--- src/rtl/pe_control_v3.sv ---
// PE control FSM for the output-stationary systolic array: NORMAL/DRAIN sequencing with
// multi-accumulator drain, wavefront restart and valid-hold. Optional macro: PE_CTRL_FAULT_EN.
module pe_control_v3 #(
    parameter int D_W           = 8,
    parameter int DRAIN_LEN     = 1,
    parameter int HOLD_ON_VALID = 1,
    localparam int CNT_W        = (DRAIN_LEN > 2) ? $clog2(DRAIN_LEN) : 1
) (
    input  logic             clk,
    input  logic             rst,
    input  logic             init,
    input  logic             in_valid,
    input  logic             out_stagevalid_from_dp,
`ifdef PE_CTRL_FAULT_EN
    input  logic             fault_en,
    input  logic [1:0]       fault_type,
`endif
    output logic             init_r,
    output logic             in_valid_r,
    output logic             data_rsrv,
    output logic             out_valid,
    output logic [CNT_W-1:0] drain_idx,
    output logic             drain_done
);

    typedef enum logic {
        ST_NORMAL = 1'b0,
        ST_DRAIN  = 1'b1
    } state_t;

    localparam logic [CNT_W-1:0] CNT_LAST = CNT_W'(DRAIN_LEN - 1);
    localparam logic [CNT_W-1:0] CNT_ONE  = CNT_W'(1);
    localparam bit               HOLD_EN  = (HOLD_ON_VALID != 0);

    if (DRAIN_LEN < 1) begin : g_bad_drain_len
        $error("pe_control_v3: DRAIN_LEN must be >= 1");
    end
    if (D_W < 1) begin : g_bad_d_w
        $error("pe_control_v3: D_W must be >= 1");
    end

    state_t             state_q, state_d;
    logic [CNT_W-1:0]   cnt_q, cnt_d;
    logic               init_r_q, in_valid_r_q;
    logic               out_valid_q, out_valid_d;
    logic               drain_done_q, drain_done_d;

    always_ff @(posedge clk) begin
        if (rst) begin
            state_q      <= ST_NORMAL;
            cnt_q        <= '0;
            init_r_q     <= 1'b0;
            in_valid_r_q <= 1'b0;
            out_valid_q  <= 1'b0;
            drain_done_q <= 1'b0;
        end else begin
            state_q      <= state_d;
            cnt_q        <= cnt_d;
            init_r_q     <= init;
            in_valid_r_q <= in_valid;
            out_valid_q  <= out_valid_d;
            drain_done_q <= drain_done_d;
        end
    end

    always_comb begin
        state_d      = state_q;
        cnt_d        = cnt_q;
        out_valid_d  = out_valid_q;
        drain_done_d = 1'b0;
        case (state_q)
            ST_NORMAL: begin
                if (init_r_q) begin
                    state_d     = ST_DRAIN;
                    cnt_d       = '0;
                    out_valid_d = 1'b1;
                end else begin
                    out_valid_d = in_valid_r_q;
                end
            end
            ST_DRAIN: begin
                out_valid_d = out_stagevalid_from_dp;
                // A new wavefront always wins over finishing the current drain.
                if (init_r_q) begin
                    cnt_d = '0;
                end else if (cnt_q == CNT_LAST) begin
                    if (!HOLD_EN || !in_valid_r_q) begin
                        state_d      = ST_NORMAL;
                        cnt_d        = '0;
                        drain_done_d = 1'b1;
                    end
                end else begin
                    cnt_d = cnt_q + CNT_ONE;
                end
            end
            default: begin
                state_d = ST_NORMAL;
                cnt_d   = '0;
            end
        endcase
    end

    // The state flop is the registered (next_state == DRAIN) decision.
    assign data_rsrv  = (state_q == ST_DRAIN);
    assign init_r     = init_r_q;
    assign in_valid_r = in_valid_r_q;
    assign drain_idx  = cnt_q;
    assign drain_done = drain_done_q;

`ifdef PE_CTRL_FAULT_EN
    logic out_valid_fault;

    always_comb begin
        out_valid_fault = out_valid_q;
        if (fault_en) begin
            case (fault_type)
                2'b00:   out_valid_fault = 1'b0;
                2'b01:   out_valid_fault = 1'b1;
                2'b10:   out_valid_fault = ~out_valid_q;
                default: out_valid_fault = out_valid_q;
            endcase
        end
    end

    assign out_valid = out_valid_fault;
`else
    assign out_valid = out_valid_q;
`endif

endmodule

--- config.mk ---
export PLATFORM = sky130hd
export DESIGN_NAME = pe_control_v3
export DESIGN_NICKNAME = d
export VERILOG_FILES = /design/src/rtl/pe_control_v3.sv
export SDC_FILE = /design/constraint.sdc
export NUM_CORES = 1
export LEC_CHECK = 0
export CORE_AREA = 2 2 39 41
export DETAILED_ROUTE_END_ITERATION = 8
export DIE_AREA = 0 0 41 43
export GPL_TIMING_DRIVEN = 0
export PLACE_DENSITY_LB_ADDON = 0.25
export SETUP_SLACK_MARGIN = 0.4
export SLEW_MARGIN = 5
export SYNTH_ARGS = -nofsm -noshare
export SYNTH_HDL_FRONTEND = slang
export SYNTH_SLANG_ARGS = --single-unit
--- constraint.sdc ---
create_clock -name clk -period 0.8 [get_ports clk]
set_input_delay 0.08 -clock clk [delete_from_list [all_inputs] [get_ports clk]]
set_output_delay 0.08 -clock clk [all_outputs]
set_load 0.1 [all_outputs]
== Yosys cells after proc, flatten, opt, wreduce, memory -nomap -nowiden ==
Cells that the tools add are included.
Cells by class
  add/subtract/negate cells: 1
  bitwise gates (word level): 1
  reduce and logical (&&, ||, !) cells: 1
  multiplexer cells: 12
  eq/ne operators: 1
Operators by type and width (number)
  $mux 1: 9
  $pmux 1 s2: 3
  $reduce_or 4->1: 1
  $ne 2x2->1 const B: 1
  $add 1x1->1 const B: 1
  $not 1->1: 1
Storage, ports and cells
  register bits: 6
  bits of input ports: 5
  output and inout port bits: 6
  word-level logic and storage cells: 22

== Longest topological paths before layout ==
Gate-level depths: netlist of the first run.
  word-level depth: 4
  mapped depth: 2
  depth with buffers taken out: 2

== Least setup slack after synthesis of the first run ==
No wires, ideal clock.
  kind: reg2reg
  start point: register state_q (netlist: data_rsrv)
  end point: register drain_done_q (netlist: drain_done)
  slack: -584 ps
  data arrival time: 1292 ps
  cell stages (with the launch flop): 2
  data required time: 707 ps
  period minus slack after synthesis: 1384 ps
  path buffers: 0
  setup time: 93 ps
  cells stage by stage: dfxtp_1 -> nor4b_2
Between the ends
  cells in the longest elaborated chain, start to end: 2
Ends and longest elaborated chain
  from (decl): line 42  | state_t state_q, state_d;
  from (signal assigned): line 57  | state_q <= state_d;
  $not 1->1
  $reduce_or 4->1 (no source line)
  to (signal assigned): line 62  | drain_done_q <= drain_done_d;
  to (decl): line 46  | logic drain_done_q, drain_done_d;
Every way passes these cells.
A chain may end at the register's enable or synchronous reset.

== Worst setup path after layout of the first run ==
  start point: register in_valid_r_q (netlist: in_valid_r)
  end point: output in_valid_r
RTL lines
  from (decl): line 44  | logic init_r_q, in_valid_r_q;
  from (signal assigned): line 60  | in_valid_r_q <= in_valid;
  to (decl): line 19  | output logic in_valid_r,
No word-level cell between the ends.

==> impl_metrics.env, run 1 <==
export IMPL_status="complete, but fails checks"
export IMPL_violations="negative setup slack"
export IMPL_fin_nets=37
export IMPL_fp_dieW_um=41
export IMPL_drtIter0Drc=3
export IMPL_dr_pass1_iters=2
export IMPL_route_met3_wl_um=58
export IMPL_crit_chain="buf_12"
export IMPL_hold_viol=0
export IMPL_die_y_um=43
export IMPL_worstSetupPathType="flop to primary output"
export IMPL_cts_hold_buf=0
export IMPL_fin_crit_sh=1.067
export IMPL_ys_ff_latch=5
export IMPL_overflow=0
export IMPL_cpPeakStageDelay_ns=0.36
export IMPL_ff2ff_path_depth=3
export IMPL_cts_root_buffer="clkbuf_4"
export IMPL_wirelength_um=397
export IMPL_clock_sinks=5
export IMPL_whs_ns=0.1610
export IMPL_async_flop_share=0
export IMPL_synth_area_leaders="dfxtp_1, nor3_2, nor2b_1"
export IMPL_min_period_ns=0.8540
export IMPL_wl_per_cell_um=8.447
export IMPL_yosysSeqAreaShare=0.5755
export IMPL_syn_area_um2=173.9
export IMPL_crit_fanout=3
export IMPL_r2r_end="out_valid"
export IMPL_drive_gt1_frac=0.7097
export IMPL_wl_met1_um=141
export IMPL_hpwl_um=256
export IMPL_track_usage=0.07049
export IMPL_synth_cell_types=8
export IMPL_h_tree_depth=1
export IMPL_clk_pin_slew_ns=0.04
export IMPL_cts_tree="built"
export IMPL_cts_buffers=3
export IMPL_rsz0062_at_grt="true"
export IMPL_regToRegSetupSlack_ns=-0.02
export IMPL_synth_nets=20
export IMPL_timing_final_ws_setup_ns=-0.05396
export IMPL_top_layer_used="met3"
export IMPL_clk_path_buf_depth=2
export IMPL_ios=11
export IMPL_grt_max_degree=6
export IMPL_holdPathEnd="in_valid_r"
export IMPL_antenna_found_initial=0
export IMPL_grt_pass1_wl_um=772
export IMPL_drtAntennaViolNets=0
export IMPL_finalSetupTns_ns=-0.2068
export IMPL_port_buffers=9
export IMPL_viasPerCell=3.511
export IMPL_peakVddDrop_mv=1.063
export IMPL_leakage_nw=0.1677
export IMPL_hp_start="in_valid"
export IMPL_die_area_um2=1763
export IMPL_synthCells=15
export IMPL_cp_arrival_ns=0.77
export IMPL_startpoint_type="flop"
export IMPL_drc=0
export IMPL_netlist_top_cells_count="dfxtp_1, nor2b_1, nor3_2"
export IMPL_num_vias=165
export IMPL_coreArea_um2=1384
export IMPL_synth_top_area_cell="dfxtp_1"
export IMPL_gp_congestion=0.6460
export IMPL_finalSetupViolCount=6
export IMPL_start_util=0.1257
export IMPL_path_buf_inv=1
export IMPL_yosysWarnings=0
export IMPL_r2r_start="data_rsrv"
export IMPL_finClkSkew_ns=0.002367
export IMPL_required_ns=0.72
export IMPL_maxSlewViolCount=0
export IMPL_diodes=0
export IMPL_synth_most_common_cell="dfxtp_1"
export IMPL_critPathTopFamily="flip-flops"
export IMPL_grt_pass1_vias=185
export IMPL_rows=14
export IMPL_hold_path_cell_count=2
export IMPL_fmax_mhz=1171
export IMPL_cp_end_kind="primary output"
export IMPL_hold_class="input port to flop"
export IMPL_cp_slowest_cell="dfxtp_4"
export IMPL_synth_top_area_frac=0.5755
export IMPL_synth_top_flop_cell="dfxtp_1"
export IMPL_powerDensity_nw_per_um2=1879
export IMPL_routed_wl_met2_um=197
export IMPL_area_growth_syn_to_layout_pct=143.2
export IMPL_clock_latency_ns=0.24
export IMPL_synth_edff_count=0
export IMPL_timing_max_cap_violations=0
export IMPL_fill_cells=145
export IMPL_syn_area_per_cell_um2=11.59
==> cell families after synthesis <==
kind of cell	share of synthesized area
buffers and inverters	0.04318
AND/OR/NAND/NOR	0.3309
AO/OA/AOI/OAI	0.02875
flip-flops	0.5756
other	0.02156
==> layout make-up <==
class                      count  area [µm²]  area share
multi-input combinational      9       83.83      0.1982
timing repair buffer          12       166.4      0.3935
buffer                         1       7.507     0.01775
tap                           16       20.02     0.04734
sequential                     5       118.9      0.2811
clock buffer                   4       26.28     0.06213
==> worst max path at each step <==
| stage | end | slack [ns] | start | cells past startpoint |
|---|---|---|---|---|
| after floorplan | out_valid | -0.08 | data_rsrv | 2 |
| after global placement | init_r | -0.76 | init_r | 1 |
| after detailed placement | data_rsrv | -0.76 | data_rsrv | 1 |
| after CTS | in_valid_r | -0.07 | in_valid_r | 1 |
| after global routing | in_valid_r | -0.09 | in_valid_r | 1 |
| final | in_valid_r | -0.05 | in_valid_r | 1 |
==> where the power goes <==
group | internal [mW] | switching, mW
clock network | 0.188 | 0.100
registers | 0.256 | 0.0140
logic | 0.0922 | 0.144
==> state kept, by name, indices dropped and copies added (netlist names) <==
register	flops
data_rsrv	1
out_valid	1
drain_done	1
in_valid_r	1
init_r	1
==> layout by cell type, fill, tap and decap left out, drive strengths merged <==
master and n:
clkdlybuf4s50 1, buf 9, conb 1, nor3 2
a21oi 1, dfxtp 5, nor2 1, clkbuf 4
nor4b 1, dlygate4sd2 3, nor2b 3
==> per-stage QoR <==
stage          cell area, µm²  power (mW)  instances  setup slack [ns]    util
6_report                422.9      0.7948         47          -0.05396  0.3056
5_1_grt                 422.9      0.8447         47          -0.09104  0.3056
4_1_cts                 422.9      0.8124         47          -0.06558  0.3056
3_5_place_dp            302.8      0.4547         40           -0.7562  0.2188
3_3_place_gp            302.8      0.4547         40           -0.7608  0.2188
2_1_floorplan           192.7      0.4058         15          -0.08186       -
==> layer usage <==
metal  up-vias  track usage
li1         80            -
met1        74      0.06818
met2        11      0.09375
met3         0      0.08377
met4         0      0.02000
met5         -            0
==> timing repair <==
item | 4_1_cts | 5_1_grt
setup endpoints to repair | 10 | 8
setup buffers | 3 | 0
resized for setup | 54 | 0
pin swaps | 2 | 1
cloned | 0 | 0
(Power assumes the default switching activity.)
==> run 2, diff against run 1 <==
- CELL_PAD_IN_SITES_DETAIL_PLACEMENT: default -> 0
- CELL_PAD_IN_SITES_GLOBAL_PLACEMENT: default -> 1
==> run 2 against run 1 <==
The run still ends with negative setup slack left. Clock power rose by 8.3%. Worst setup slack got worse by 0.020 ns. Sequential share of layout area rose by 0.51 points. Die area did not move. Total power rose by 2.4%. Cell area fell by 1.8%. Via count fell by 4.8%.
==> impl_metrics.env, run 2 (synthesized netlist as in run 1, its figures left out) <==
export IMPL_cts_root_buffer="clkbuf_4"
export IMPL_cts_hold_buf=0
export IMPL_crit_chain="buf_12"
export IMPL_diodes=0
export IMPL_cpPeakStageDelay_ns=0.37
export IMPL_fmax_mhz=1144
export IMPL_fp_dieW_um=41
export IMPL_cts_tree="built"
export IMPL_drive_gt1_frac=0.6774
export IMPL_timing_final_ws_setup_ns=-0.07428
export IMPL_layout_common_cells="dfxtp_4, buf_12, nor2b_1, clkbuf_4, dlygate4sd2_1"
export IMPL_grt_pass1_vias=151
export IMPL_clk_pin_slew_ns=0.04
export IMPL_fin_crit_sh=1.093
export IMPL_fin_nets=37
export IMPL_min_period_ns=0.8743
export IMPL_required_ns=0.72
export IMPL_rsz0062_at_grt="true"
export IMPL_holdPathEnd="in_valid_r"
export IMPL_coreArea_um2=1384
export IMPL_cp_end_kind="primary output"
export IMPL_die_area_um2=1763
export IMPL_violations="negative setup slack"
export IMPL_ios=11
export IMPL_worstSetupPathType="flop to primary output"
export IMPL_drtIter0Drc=2
export IMPL_maxSlewViolCount=0
export IMPL_intPower_mw=0.5352
export IMPL_port_buffers=9
export IMPL_hp_start="in_valid"
export IMPL_num_vias=157
export IMPL_wirelength_um=405
export IMPL_powerDensity_nw_per_um2=1959
export IMPL_switching_share=0.3424
export IMPL_drtAntennaViolNets=0
export IMPL_whs_ns=0.1539
export IMPL_hold_viol=0
export IMPL_finClkSkew_ns=0.004407
export IMPL_r2r_end="out_valid"
export IMPL_cp_slowest_cell="dfxtp_4"
export IMPL_p_seq_frac=0.332
export IMPL_drc=0
export IMPL_clock_latency_ns=0.25
export IMPL_clock_sinks=5
export IMPL_peakVddDrop_mv=0.5905
export IMPL_dr_pass1_iters=2
export IMPL_wl_per_cell_um=8.617
export IMPL_start_util=0.1257
export IMPL_fill_cells=148
export IMPL_overflow=0
export IMPL_leakage_nw=0.1674
export IMPL_post_place_ws_ns=-0.7631
export IMPL_rows=14
export IMPL_antenna_found_initial=0
export IMPL_clk_path_buf_depth=2
export IMPL_cp_arrival_ns=0.79
export IMPL_switchingPower_mw=0.2787
export IMPL_viasPerCell=3.340
export IMPL_grt_pass1_wl_um=703
export IMPL_gp_congestion=0.6341
export IMPL_crit_fanout=3
export IMPL_pwr_share_clk=0.383
export IMPL_r2r_start="data_rsrv"
export IMPL_startpoint_type="flop"
export IMPL_regToRegSetupSlack_ns=-0.02
export IMPL_finalSetupViolCount=6
export IMPL_area_growth_syn_to_layout_pct=138.8
export IMPL_path_buf_inv=1
export IMPL_hold_path_cell_count=2
export IMPL_hold_class="input port to flop"
export IMPL_status="complete, but fails checks"
export IMPL_ff2ff_path_depth=3
export IMPL_critPathTopFamily="flip-flops"
export IMPL_combPwrFrac=0.285
export IMPL_grt_max_degree=6
export IMPL_h_tree_depth=1
export IMPL_cts_buffers=3
export IMPL_die_y_um=43
export IMPL_track_usage=0.06740
export IMPL_timing_max_cap_violations=0
-- run 2: power by group through the flow --
stage	registers [mW]	logic [mW]	clock network [mW]
after global placement	0.272	0.183	0
after CTS	0.270	0.232	0.314
final	0.271	0.232	0.312
after floorplan	0.365	0.0404	0
after detailed placement	0.272	0.183	0
after global routing	0.271	0.242	0.341
-- run 2: stage by stage --
stage / instances / instance area [µm²] / utilization / TNS (ns) / power (mW)
after floorplan: 15 / 192.7 / - / -0.1282 / 0.4058
after global placement: 40 / 302.8 / 0.2188 / -4.077 / 0.4550
after detailed placement: 40 / 302.8 / 0.2188 / -4.061 / 0.4547
after CTS: 47 / 415.4 / 0.3002 / -0.2791 / 0.8163
after global routing: 47 / 415.4 / 0.3002 / -0.4734 / 0.8538
final: 47 / 415.4 / 0.3002 / -0.2742 / 0.8140
-- run 2: layout make-up --
cell class | count | area [µm²] | area share
Buffer | 1 | 7.507 | 0.01807
Clock buffer | 4 | 26.28 | 0.06325
Timing Repair Buffer | 12 | 166.4 | 0.4006
Multi-Input combinational cell | 9 | 76.32 | 0.1837
Tap cell | 16 | 20.02 | 0.04819
Sequential cell | 5 | 118.9 | 0.2861
-- run 2: worst max path at each step --
stage / start / slack, ns / to / cells after the start
finish: in_valid_r / -0.07 / in_valid_r / 1
CTS: in_valid_r / -0.07 / in_valid_r / 1
global placement: init_r / -0.76 / init_r / 1
global route: in_valid_r / -0.09 / in_valid_r / 1
floorplan: data_rsrv / -0.08 / out_valid / 2
detailed placement: in_valid_r / -0.76 / in_valid_r / 1
-- run 2: what timing repair did --
| action | in CTS | in global routing |
|---|---|---|
| pin swaps | 2 | 0 |
| endpoints found under the setup margin | 10 | 8 |
| cloned | 0 | 0 |
| setup buffers | 3 | 0 |
| gates resized for setup | 52 | 0 |
-- run 2: worst reg2reg max path, cell delays in order, from the launching register on --
cell and delay [ns]:
dfxtp_4 0.35, buf_6 0.13, nor3_4 0.18, nor3_2 0.04
-- run 2: metal layers --
layer	vias to the layer above	track usage	part of all wire	routed length, µm
met2	12	0.07500	0.40	161
met5	-	0	0	0
met3	2	0.05236	0.15	62
met1	64	0.07767	0.41	165
li1	79	-	-	-
met4	0	0.06000	0.042	17
